[src/rtl/input_debounce_pkg.sv]
// Shared constants and counter-width helpers for the input_debounce block.
package input_debounce_pkg;

  localparam int N_SW  = 4;
  localparam int N_BTN = 4;

  localparam int DEF_DEBOUNCE_CYCLES = 50000;
  localparam int DEF_REPEAT_DELAY    = 25000000;
  localparam int DEF_REPEAT_PERIOD   = 5000000;

  // Width that holds 0..n-1; never below one bit.
  function automatic int cnt_w(input int n);
    return (n < 2) ? 1 : $clog2(n);
  endfunction

  // Width that holds 0..max(d,p)-1 for the shared repeat counter.
  function automatic int rpt_w(input int d, input int p);
    int m;
    m = (d > p) ? d : p;
    return (m < 2) ? 1 : $clog2(m);
  endfunction

endpackage

[src/rtl/input_debounce_chan.sv]
// One debounce channel: 2-flop synchronizer, stability counter, clean level, edge pulses.
// INPUT_DEBOUNCE_AUTOREPEAT_EN adds the fall_evt port used to cancel repeats.
module debounce_chan
  import input_debounce_pkg::*;
#(
  parameter int DEBOUNCE_CYCLES = DEF_DEBOUNCE_CYCLES
) (
  input  logic clk,
  input  logic rst,
  input  logic raw,
  output logic clean,
  output logic rise,
  output logic fall
`ifdef INPUT_DEBOUNCE_AUTOREPEAT_EN
  ,
  output logic fall_evt
`endif
);

  localparam int CW = cnt_w(DEBOUNCE_CYCLES);
  localparam logic [CW-1:0] CNT_MAX = CW'(DEBOUNCE_CYCLES - 1);

  logic          s1, s2;
  logic [CW-1:0] cnt;
  logic          done;

  // clean flips on this edge
  assign done = (s2 != clean) && (cnt == CNT_MAX);

`ifdef INPUT_DEBOUNCE_AUTOREPEAT_EN
  assign fall_evt = done && clean;
`endif

  always_ff @(posedge clk) begin
    if (rst) begin
      s1    <= 1'b0;
      s2    <= 1'b0;
      clean <= 1'b0;
      cnt   <= '0;
      rise  <= 1'b0;
      fall  <= 1'b0;
    end else begin
      s1   <= raw;
      s2   <= s1;
      rise <= done && !clean;
      fall <= done && clean;
      if (s2 == clean) begin
        cnt <= '0;
      end else if (done) begin
        clean <= s2;
        cnt   <= '0;
      end else begin
        cnt <= cnt + CW'(1);
      end
    end
  end

endmodule

[src/rtl/input_debounce.sv]
// Debounces 4 switches and 4 buttons; x = {sw_clean, btn_clean}.
// INPUT_DEBOUNCE_AUTOREPEAT_EN enables button autorepeat on btn_press.
module input_debounce
  import input_debounce_pkg::*;
#(
  parameter int DEBOUNCE_CYCLES = DEF_DEBOUNCE_CYCLES,
  parameter int REPEAT_DELAY    = DEF_REPEAT_DELAY,
  parameter int REPEAT_PERIOD   = DEF_REPEAT_PERIOD
) (
  input  logic             system1000,
  input  logic             system1000_rst,
  input  logic [N_SW-1:0]  sw_raw,
  input  logic [N_BTN-1:0] btn_raw,
  output logic [7:0]       x,
  output logic [N_BTN-1:0] btn_press,
  output logic [N_BTN-1:0] btn_release
);

  logic [N_SW-1:0]  sw_clean;
  logic [N_SW-1:0]  sw_rise_unused, sw_fall_unused;
  logic [N_BTN-1:0] btn_clean, btn_rise, btn_fall;
`ifdef INPUT_DEBOUNCE_AUTOREPEAT_EN
  logic [N_SW-1:0]  sw_fevt_unused;
  logic [N_BTN-1:0] btn_fevt;
`endif

  for (genvar i = 0; i < N_SW; i++) begin : g_sw
    debounce_chan #(.DEBOUNCE_CYCLES(DEBOUNCE_CYCLES)) u_chan (
      .clk     (system1000),
      .rst     (system1000_rst),
      .raw     (sw_raw[i]),
      .clean   (sw_clean[i]),
      .rise    (sw_rise_unused[i]),
      .fall    (sw_fall_unused[i])
`ifdef INPUT_DEBOUNCE_AUTOREPEAT_EN
      ,
      .fall_evt(sw_fevt_unused[i])
`endif
    );
  end

  for (genvar i = 0; i < N_BTN; i++) begin : g_btn
    debounce_chan #(.DEBOUNCE_CYCLES(DEBOUNCE_CYCLES)) u_chan (
      .clk     (system1000),
      .rst     (system1000_rst),
      .raw     (btn_raw[i]),
      .clean   (btn_clean[i]),
      .rise    (btn_rise[i]),
      .fall    (btn_fall[i])
`ifdef INPUT_DEBOUNCE_AUTOREPEAT_EN
      ,
      .fall_evt(btn_fevt[i])
`endif
    );
  end

  assign x           = {sw_clean, btn_clean};
  assign btn_release = btn_fall;

`ifdef INPUT_DEBOUNCE_AUTOREPEAT_EN
  localparam int RW = rpt_w(REPEAT_DELAY, REPEAT_PERIOD);
  localparam logic [RW-1:0] DLY_MAX = RW'(REPEAT_DELAY - 1);
  localparam logic [RW-1:0] PER_MAX = RW'(REPEAT_PERIOD - 1);

  logic [N_BTN-1:0][RW-1:0] rpt_cnt;
  logic [N_BTN-1:0]         rpt_arm;
  logic [N_BTN-1:0]         rpt_pulse;

  // rpt_arm selects the period once the initial delay has elapsed
  for (genvar b = 0; b < N_BTN; b++) begin : g_rpt
    always_ff @(posedge system1000) begin
      if (system1000_rst || !btn_clean[b] || btn_fevt[b]) begin
        rpt_cnt[b]   <= '0;
        rpt_arm[b]   <= 1'b0;
        rpt_pulse[b] <= 1'b0;
      end else if (rpt_cnt[b] == (rpt_arm[b] ? PER_MAX : DLY_MAX)) begin
        rpt_cnt[b]   <= '0;
        rpt_arm[b]   <= 1'b1;
        rpt_pulse[b] <= 1'b1;
      end else begin
        rpt_cnt[b]   <= rpt_cnt[b] + RW'(1);
        rpt_pulse[b] <= 1'b0;
      end
    end
  end

  assign btn_press = btn_rise | rpt_pulse;
`else
  localparam int RPT_CFG_UNUSED = REPEAT_DELAY + REPEAT_PERIOD;
  assign btn_press = btn_rise;
`endif

endmodule

[config.mk]
export PLATFORM = sky130hd
export DESIGN_NAME = input_debounce
export DESIGN_NICKNAME = d
export VERILOG_FILES = /design/src/rtl/input_debounce_pkg.sv /design/src/rtl/input_debounce_chan.sv /design/src/rtl/input_debounce.sv
export SDC_FILE = /design/constraint.sdc
export NUM_CORES = 1
export LEC_CHECK = 0
export CAP_MARGIN = 25
export CORE_MARGIN = 5
export CORE_UTILIZATION = 55
export DETAILED_ROUTE_END_ITERATION = 12
export DONT_BUFFER_PORTS = 1
export GPL_TIMING_DRIVEN = 0
export HOLD_SLACK_MARGIN = 0.08
export PLACE_DENSITY = 0.7
export SYNTH_ARGS = -nofsm -noshare
export SYNTH_HDL_FRONTEND = slang
export SYNTH_SLANG_ARGS = --single-unit
export TNS_END_PERCENT = 30
[constraint.sdc]
create_clock -name system1000 -period 4 [get_ports system1000]
set_input_delay 0.6 -clock system1000 [delete_from_list [all_inputs] [get_ports system1000]]
set_output_delay 0.6 -clock system1000 [all_outputs]
set_load 0.005 [all_outputs]
Yosys cells after proc, flatten, opt, wreduce, memory -nomap -nowiden
Cells that the tools add are included.

word-level totals
  register bits = 160
  bits in latches = 0
  memory bits (writable) = 0
  memory bits (read-only) = 0
  input bits = 10
  output and inout port bits = 16
  logic and storage cells = 116
  memories = 0

cells by class
  add/sub/neg operators = 8
  multipliers = 0
  div/mod/pow operators = 0
  magnitude comparators = 0
  eq/ne operators = 24
  shift operators = 0
  muxes and demuxes = 0
  bitwise gates (word level) = 8
  reductions and logical operators = 36

operators with widths
  operator                 count
  $add A16 B1 Y16 const B  8
  $eq A16 B16 Y1 const B   8
  $reduce_or A3 Y1         8
  $logic_and A1 B1 Y1      16
  $reduce_and A2 Y1        8
  $eq A1 B1 Y1             8
  $ne A1 B1 Y1             8
  $not A1 Y1               8
  $logic_not A1 Y1         4

Depth between registers and ports, before layout
Gate-level depths: netlist (run 1).

  depth in word-level cells = 3
  gate-level depth with buffers = 7
  depth with buffers taken out = 5

By module
From an unflattened synthesis (run 1), not the netlist that was laid out.

second synthesis, totals
  cell total of the unflattened synthesis = 760
  area total of the unflattened synthesis = 7096.8 um^2

by module, submodules not included
  module         times used  cells each  area an instance (um^2)  seq. area each (um^2)
  debounce_chan  8           95          887.1                    420.4

Worst setup path after synthesis (run 1)
No wires, ideal clock.

  path kind = register to register
  start = register g_btn[3].u_chan.cnt[7]
  end = register g_btn[3].u_chan.cnt[1]
  setup time = 115 ps
  arrival = 1793 ps
  required time = 3885 ps
  path slack = 2092 ps
  stages on the path, launching flop included = 5
  path buffers = 0
  period minus slack after synthesis = 1908 ps
  path through = dfxtp_1 or4_1 or4_4 or2_1 and3_1

between the ends
  word-level cells in the longest chain between the ends = 3

RTL lines
  item                        line                       RTL
  from (decl)                 input_debounce_chan.sv:24  logic [CW-1:0] cnt;
  from (signal assigned)      input_debounce_chan.sv:53  cnt <= cnt + CW'(1);
  $eq A16 B16 Y1              input_debounce_chan.sv:28  assign done = (s2 != clean) && (cnt == CNT_MAX);
  $logic_and A1 B1 Y1         input_debounce_chan.sv:28
  $reduce_or A3 Y1 (no line)  --

No other way between the ends.
A chain may end at the register's enable or synchronous reset.

Worst setup path after layout (run 1)
  start = register g_sw[2].u_chan.cnt[0]
  end = register g_sw[2].u_chan.cnt[0]

between the ends
  word-level cells in the longest chain between the ends = 3
  elaborated cells between the ends (all ways) = 4
  classes of those cells = add/sub: 1; eq/ne: 1; reduce/logical: 2

RTL lines
  item                                                     line
  from (decl)                                              input_debounce_chan.sv:24
  from (signal assigned)                                   input_debounce_chan.sv:53
  branches (longest 3 deep; another with $add A16 B1 Y16)  --

Parallel ways; which one is timed is not known.

==> flow_summary.ini, run 1 <==
[power_and_ir_drop]
p_sw_frac = 0.192
comb_power_share = 0.010
power.switching_uw = 655
internal-power_mw = 2.76
p_leak_nw = 2.29
power_frac_seq = 0.471
clkPwrFrac = 0.519
finalPower_mw = 3.41
p_per_area_nw_per_um2 = 452
ir_drop_mv = 0.316

[timing]
final-hold-violation-count = 0
finalCriticalPeriod_ns = 2.26
max_slew_margin = 0.633
clock_skew_ns = 0.00937
setup_ws_ns = 1.74
setup_viol = 0
tns_ns = 0
tightest_slew_ns = 0.550
drv_slew = 0
fmax_ghz = 0.443
timing.final.crit_share = 0.565
rsz0062_at_grt = false

[yosys]
synth_cell_types = 42
synth_top_cells_by_count = dfxtp_1 (160), nor2_1 (152), xnor2_1 (101)
synth-edff-count = 0
yosys.area_share.adder = 0.0149
yosys-mux-area-fraction = 0.00596
ys_seq_elements = 160
synth_fp_nets = 767
synth_area_per_cell_sq_um = 8.97
synth_top_area_frac = 0.477
async_flop_share = 0
netlist_top_cells_area = dfxtp_1 (48%), xnor2_1 (13%), nor2_1 (8.5%)
yosysSeqAreaShare = 0.477
synth_top_family_by_area = simple AND/OR/NAND/NOR gates
yosys.area.top_type = dfxtp_1
syn_area_sq_um = 6720
synth-main-ff-cell = dfxtp_1
synth_cells = 749
synth_compound_area_frac = 0.0127
synthXorXnorAreaFrac = 0.153
yosys_warnings = 0
synth.most_common_cell = dfxtp_1
yosys.area_share.simple = 0.296

[global_route]
grt_start_max_net_pins = 17
overflow = 0
first_global_vias = 4879
antenna_found_initial = 2
grt_first_pass_wirelength_mm = 21.7
grt.total_usage = 0.180

[cells_and_area]
area_growth_pct = 12.5
drive_gt1_frac = 0.0744
design_area_sq_um = 7560
post-route-util = 0.629
n_antenna_cell = 0
final_nets = 786

[detailed_routing]
post_drt_wl_per_cell_microns = 13.2
first_pass_iters = 4
via_per_inst = 5.37
totalWireLength_mm = 12.2
via_count = 4976
drt_iter0_drc = 424
drc = 0
antenna_left = 0

[clocking]
post_cts_resized = 0
cts_tree = built
path_clk_slew_ns = 0.06
max-clock-path-buffers = 2
hold_buffers = 0
clock_sinks = 160
htreeDepth = 4
postCtsSetupBuffers = 0
insertion_delay_ns = 0.42
cts_buffers = 17
cts_root_buf = clkbuf_16

[floorplanning]
row_count = 40
die_height_microns = 121
initial_core_util = 0.559
die_area_sq_um = 14500
die_width_microns = 121
io_pins = 26
core-area_sq_um = 12000

[placed_design]
placement.io_buffers = 0
placed_area_sq_um = 6900
gp_congestion = 0.838
dp_hpwl_mm = 8.54
post-place-ws_ns = 1.66

[worst_setup_path]
critical_path_arrival_ns = 2.55
crit_family = simple AND/OR/NAND/NOR gates
cp_max_fo = 10
crit_chain = ha_1 > nand3_1 > or2_2 > o21ai_1 > clkbuf_1 > nor2_1
worstPathRequired_ns = 4.29
startpoint_type = register
max_stage_delay_ns = 0.42
critPathKind = register to register
crit_path_end_kind = register
critPathBufInv = 1
cp_slowest_cell = clkbuf_1

[hold_path]
holdCritPathClass = input pin to register

[status]
status = complete, no violations

[job]
maxCapViolations = 0
## path summary, 6_finish.rpt
kind / slack [ns] / startpoint / cells after the start / end
setup / recovery: 1.74 / g_sw[2].u_chan.cnt[0] / 6 / g_sw[2].u_chan.cnt[0]
hold / removal: 0.31 / sw_raw[2] / 1 / g_sw[2].u_chan.s1
setup reg to reg: 1.74 / g_sw[2].u_chan.cnt[0] / 6 / g_sw[2].u_chan.cnt[0]
hold reg to reg: 0.44 / g_sw[2].u_chan.s1 / 1 / g_sw[2].u_chan.s2
## sequential cells by signal, indices dropped and copies added, names as in the netlist
signal and cells:
g_btn.u_chan.s2 4, g_btn.u_chan.fall 4, g_sw.u_chan.s1 4, g_btn.u_chan.s1 4, g_btn.u_chan.rise 4, g_sw.u_chan.s2 4, g_btn.u_chan.cnt 64, g_sw.u_chan.cnt 64
g_btn.u_chan.clean 4, g_sw.u_chan.clean 4
## worst reg2reg max path, cell delays in order, from the launching register on
cell and delay [ns]:
dfxtp_1 0.38, ha_1 0.21, nand3_1 0.25, or2_2 0.38, o21ai_1 0.39, clkbuf_1 0.42, nor2_1 0.10
## metrics by stage
| step | hold slack [ns] | instances |
|---|---|---|
| after floorplan | 0.414 | 749 |
| after global placement | 0.417 | 896 |
| after detailed placement | 0.428 | 896 |
| after CTS | 0.303 | 927 |
| after global routing | 0.293 | 927 |
| final | 0.311 | 927 |
## power groups by stage
stage	Sequential [mW]	Clock (mW)	Combinational (mW)
floorplan	1.64	0	0.0260
global placement	1.64	0	0.0337
detailed placement	1.64	0	0.0347
CTS	1.61	1.80	0.0350
global route	1.61	1.89	0.0392
finish	1.61	1.77	0.0343
## layout by cell type (no fill, tap or decap), types with 4 or more instances in the layout
| master | netlist | layout |
|---|---|---|
| nand2_1 | 32 | 32 |
| and3_1 | 9 | 9 |
| dfxtp_1 | 160 | 160 |
| a21oi_1 | 6 | 6 |
| mux2i_1 | 4 | 4 |
| xor2_1 | 16 | 16 |
| or4_1 | 4 | 4 |
| inv_1 | 23 | 23 |
| nand2b_1 | 4 | 4 |
| clkbuf_16 | 0 | 17 |
| ha_1 | 8 | 8 |
| nand4_1 | 31 | 31 |
| nor3_1 | 34 | 34 |
| nor2b_1 | 16 | 16 |
| buf_4 | 16 | 16 |
| clkbuf_1 | 9 | 10 |
| nor4bb_1 | 7 | 7 |
| nor4b_1 | 8 | 8 |
| nor4_1 | 35 | 35 |
| nor2_1 | 152 | 152 |
| bufinv_16 | 0 | 5 |
| nand3_1 | 40 | 40 |
| xnor2_1 | 101 | 101 |
## layer usage
metal  global-route usage  share of wire
met1                0.223           0.47
met2                0.300           0.48
met3               0.0482          0.036
met4               0.0687          0.012
met5                    0         0.0011
## final cells by class
type                    instances  area [sq um]
plain buffers                  30           189
well taps                     147           184
fillers                      1003          4450
inverters                      23          86.3
multi-input cells             536          3240
clock inverters                11           201
flip-flops and latches        160          3200
clock buffers                  20           457
## cells by family (layout without fill, tap and decap cells)
family,Yosys count,count (layout)
compound gates,15,15
xor+xnor,117,117
fa+ha+maj,8,8
buf+inv,53,84
flops,160,160
mux,4,4
simple gates,392,392
Power figures use the tool's default switching activity.
==> run 2, diff against run 1 <==
- PLACE_DENSITY: 0.7 -> 0.73
- clock period: 4 -> 1.87 ns (I/O delays scaled with it)
==> run 2 against run 1 <==
The flow now finishes with violations (setup timing). Combinational power rose to 2.8 times the previous value. Via count rose by 3.6%. Power rose by 92%. Register-to-register slack got worse by 1.8 ns. Final cell count rose by 1.2%. Sequential share of layout area fell by 0.49 points. Largest power group is now registers.
==> flow_summary.ini, run 2 (synthesized netlist as in run 1, its figures left out) <==
[status]
status = finished, violations left
violations = setup timing

[clocking]
cts_buffers = 17
cts_root_buf = clkbuf_16
cts_tree = built
htreeDepth = 4
path_clk_slew_ns = 0.06
insertion_delay_ns = 0.42
clock_sinks = 160
max-clock-path-buffers = 2

[floorplanning]
die_height_microns = 121
die_area_sq_um = 14500
row_count = 40
die_width_microns = 121
core-area_sq_um = 12000
initial_core_util = 0.559
io_pins = 26

[detailed_routing]
drc = 0
post_drt_wl_per_cell_microns = 13.5
totalWireLength_mm = 12.6
via_per_inst = 5.49
drt_iter0_drc = 303
antenna_left = 0
first_pass_iters = 5
via_count = 5154

[cells_and_area]
area_growth_pct = 14.4
drive_gt1_frac = 0.111
reg.largest.list = g_btn.u_chan.cnt: 64 flops, g_sw.u_chan.cnt: 64 flops
design_area_sq_um = 7680
n_antenna_cell = 0
post-route-util = 0.640
mostFrequentLayoutCells = nor2_1 (152), dfxtp_1 (152), xnor2_1 (101)
final_nets = 796

[worst_setup_path]
setup.worst_path.start = g_btn[3].u_chan.cnt[10]
critical_path_arrival_ns = 2.28
crit_end = g_btn[3].u_chan.cnt[1]
r2r-end = g_btn[3].u_chan.cnt[1]
worstPathRequired_ns = 2.19
startpoint_type = register
cp_slowest_cell = or4b_4
critPathKind = register to register
crit_chain = or4b_4 > or4_4 > or2_1 > and3_1
cp_max_fo = 6
crit_path_end_kind = register
setup.reg_to_reg.worst_slack_ns = -0.09
max_stage_delay_ns = 0.55
reg2reg_depth = 4
r2r_start = g_btn[3].u_chan.cnt[10]

[global_route]
grt_start_max_net_pins = 17
antenna_found_initial = 0
overflow = 0
first_global_vias = 4918
grt_first_pass_wirelength_mm = 22.1
grt.total_usage = 0.184

[timing]
tightest_slew_ns = 0.672
finalCriticalPeriod_ns = 1.96
rsz0062_at_grt = true
drv_slew = 0
fmax_ghz = 0.509
tns_ns = -1.11
setup_viol = 26
max_slew_margin = 0.552
timing.final.crit_share = 1.05
holdWs_ns = 0.432
clock_skew_ns = 0.00617
final-hold-violation-count = 0
setup_ws_ns = -0.0942

[power_and_ir_drop]
p_leak_nw = 2.32
p_per_area_nw_per_um2 = 851
ir_drop_mv = 0.600

[placed_design]
placement.io_buffers = 0
gp_congestion = 0.841
placed_area_sq_um = 6900
dp_hpwl_mm = 8.69

[hold_path]
holdCritPathClass = register to register

[job]
maxCapViolations = 0
==> run 2: cell count changes in the layout (fill, tap and decap cells not counted), moves of 3 or more <==
| cell | before | now |
|---|---|---|
| dlygate4sd3_1 | 0 | 8 |
| bufinv_16 | 5 | 0 |
| clkinv_2 | 0 | 9 |
| dfxtp_1 | 160 | 152 |
| inv_6 | 3 | 0 |
| buf_4 | 16 | 20 |
| dfxtp_2 | 0 | 6 |
| nand2_1 | 32 | 29 |
| o21ai_4 | 0 | 4 |
| nand3_1 | 40 | 37 |
| o21ai_1 | 3 | 0 |
| clkbuf_1 | 10 | 5 |
==> run 2: repair_timing <==
action / CTS / global route
setup endpoints to repair: 96 / 95
pin swaps: 3 / 0
hold buffers: 8 / 0
setup buffers: 3 / 0
gates resized for setup: 28 / 18
cloned: 1 / 0
endpoints found under the hold margin: 8 / 0
==> run 2: layer usage <==
layer  vias to the layer above  wire length (microns)  global-route usage
met5                         -                      0                   0
met4                         0                    176              0.0602
met3                        20                    599              0.0510
met2                       109                   6070               0.306
met1                      2419                   5800               0.233
li1                       2606                      -                   -
==> run 2: stage by stage <==
stage	worst slack (ns)	cells	total power, mW
4_1_cts	-0.0876	938	6.61
3_3_place_gp	-0.276	896	3.59
6_report	-0.0942	938	6.54
3_5_place_dp	-0.344	896	3.60
2_1_floorplan	-0.0305	749	3.57
5_1_grt	-0.130	938	6.78
==> run 2: area by class of cell <==
| type | instances | area (sq um) |
|---|---|---|
| Multi-Input combinational cell | 536 | 3370 |
| Clock buffer | 20 | 447 |
| Fill cell | 985 | 4330 |
| Buffer | 28 | 200 |
| Timing Repair Buffer | 12 | 114 |
| Sequential cell | 160 | 3220 |
| Clock inverter | 12 | 70.1 |
| Tap cell | 147 | 184 |
| Inverter | 23 | 86.3 |
==> run 2: critical path: cells and delay by family, from the launching register on <==
kind / cells / cell delay, ns
DFF: 1 / 0.35
and+or+nand+nor: 4 / 1.51
==> run 2: worst min-delay path by stage <==
stage	start	endpoint	slack, ns	cells after the start
after floorplan	btn_raw[0]	g_btn[0].u_chan.s1	0.41	1
after global placement	sw_raw[0]	g_sw[0].u_chan.s1	0.42	1
after detailed placement	sw_raw[1]	g_sw[1].u_chan.s1	0.41	1
after CTS	g_sw[1].u_chan.s1	g_sw[1].u_chan.s2	0.46	1
after global routing	g_btn[2].u_chan.cnt[0]	g_btn[2].u_chan.cnt[0]	0.46	1
final	g_btn[2].u_chan.cnt[0]	g_btn[2].u_chan.cnt[0]	0.43	1
==> run 2: power breakdown <==
part	switching, mW	total, mW	internal, mW
logic	0.0578	0.0974	0.0396
clock network	1.30	3.00	1.71
registers	0.0137	3.44	3.43
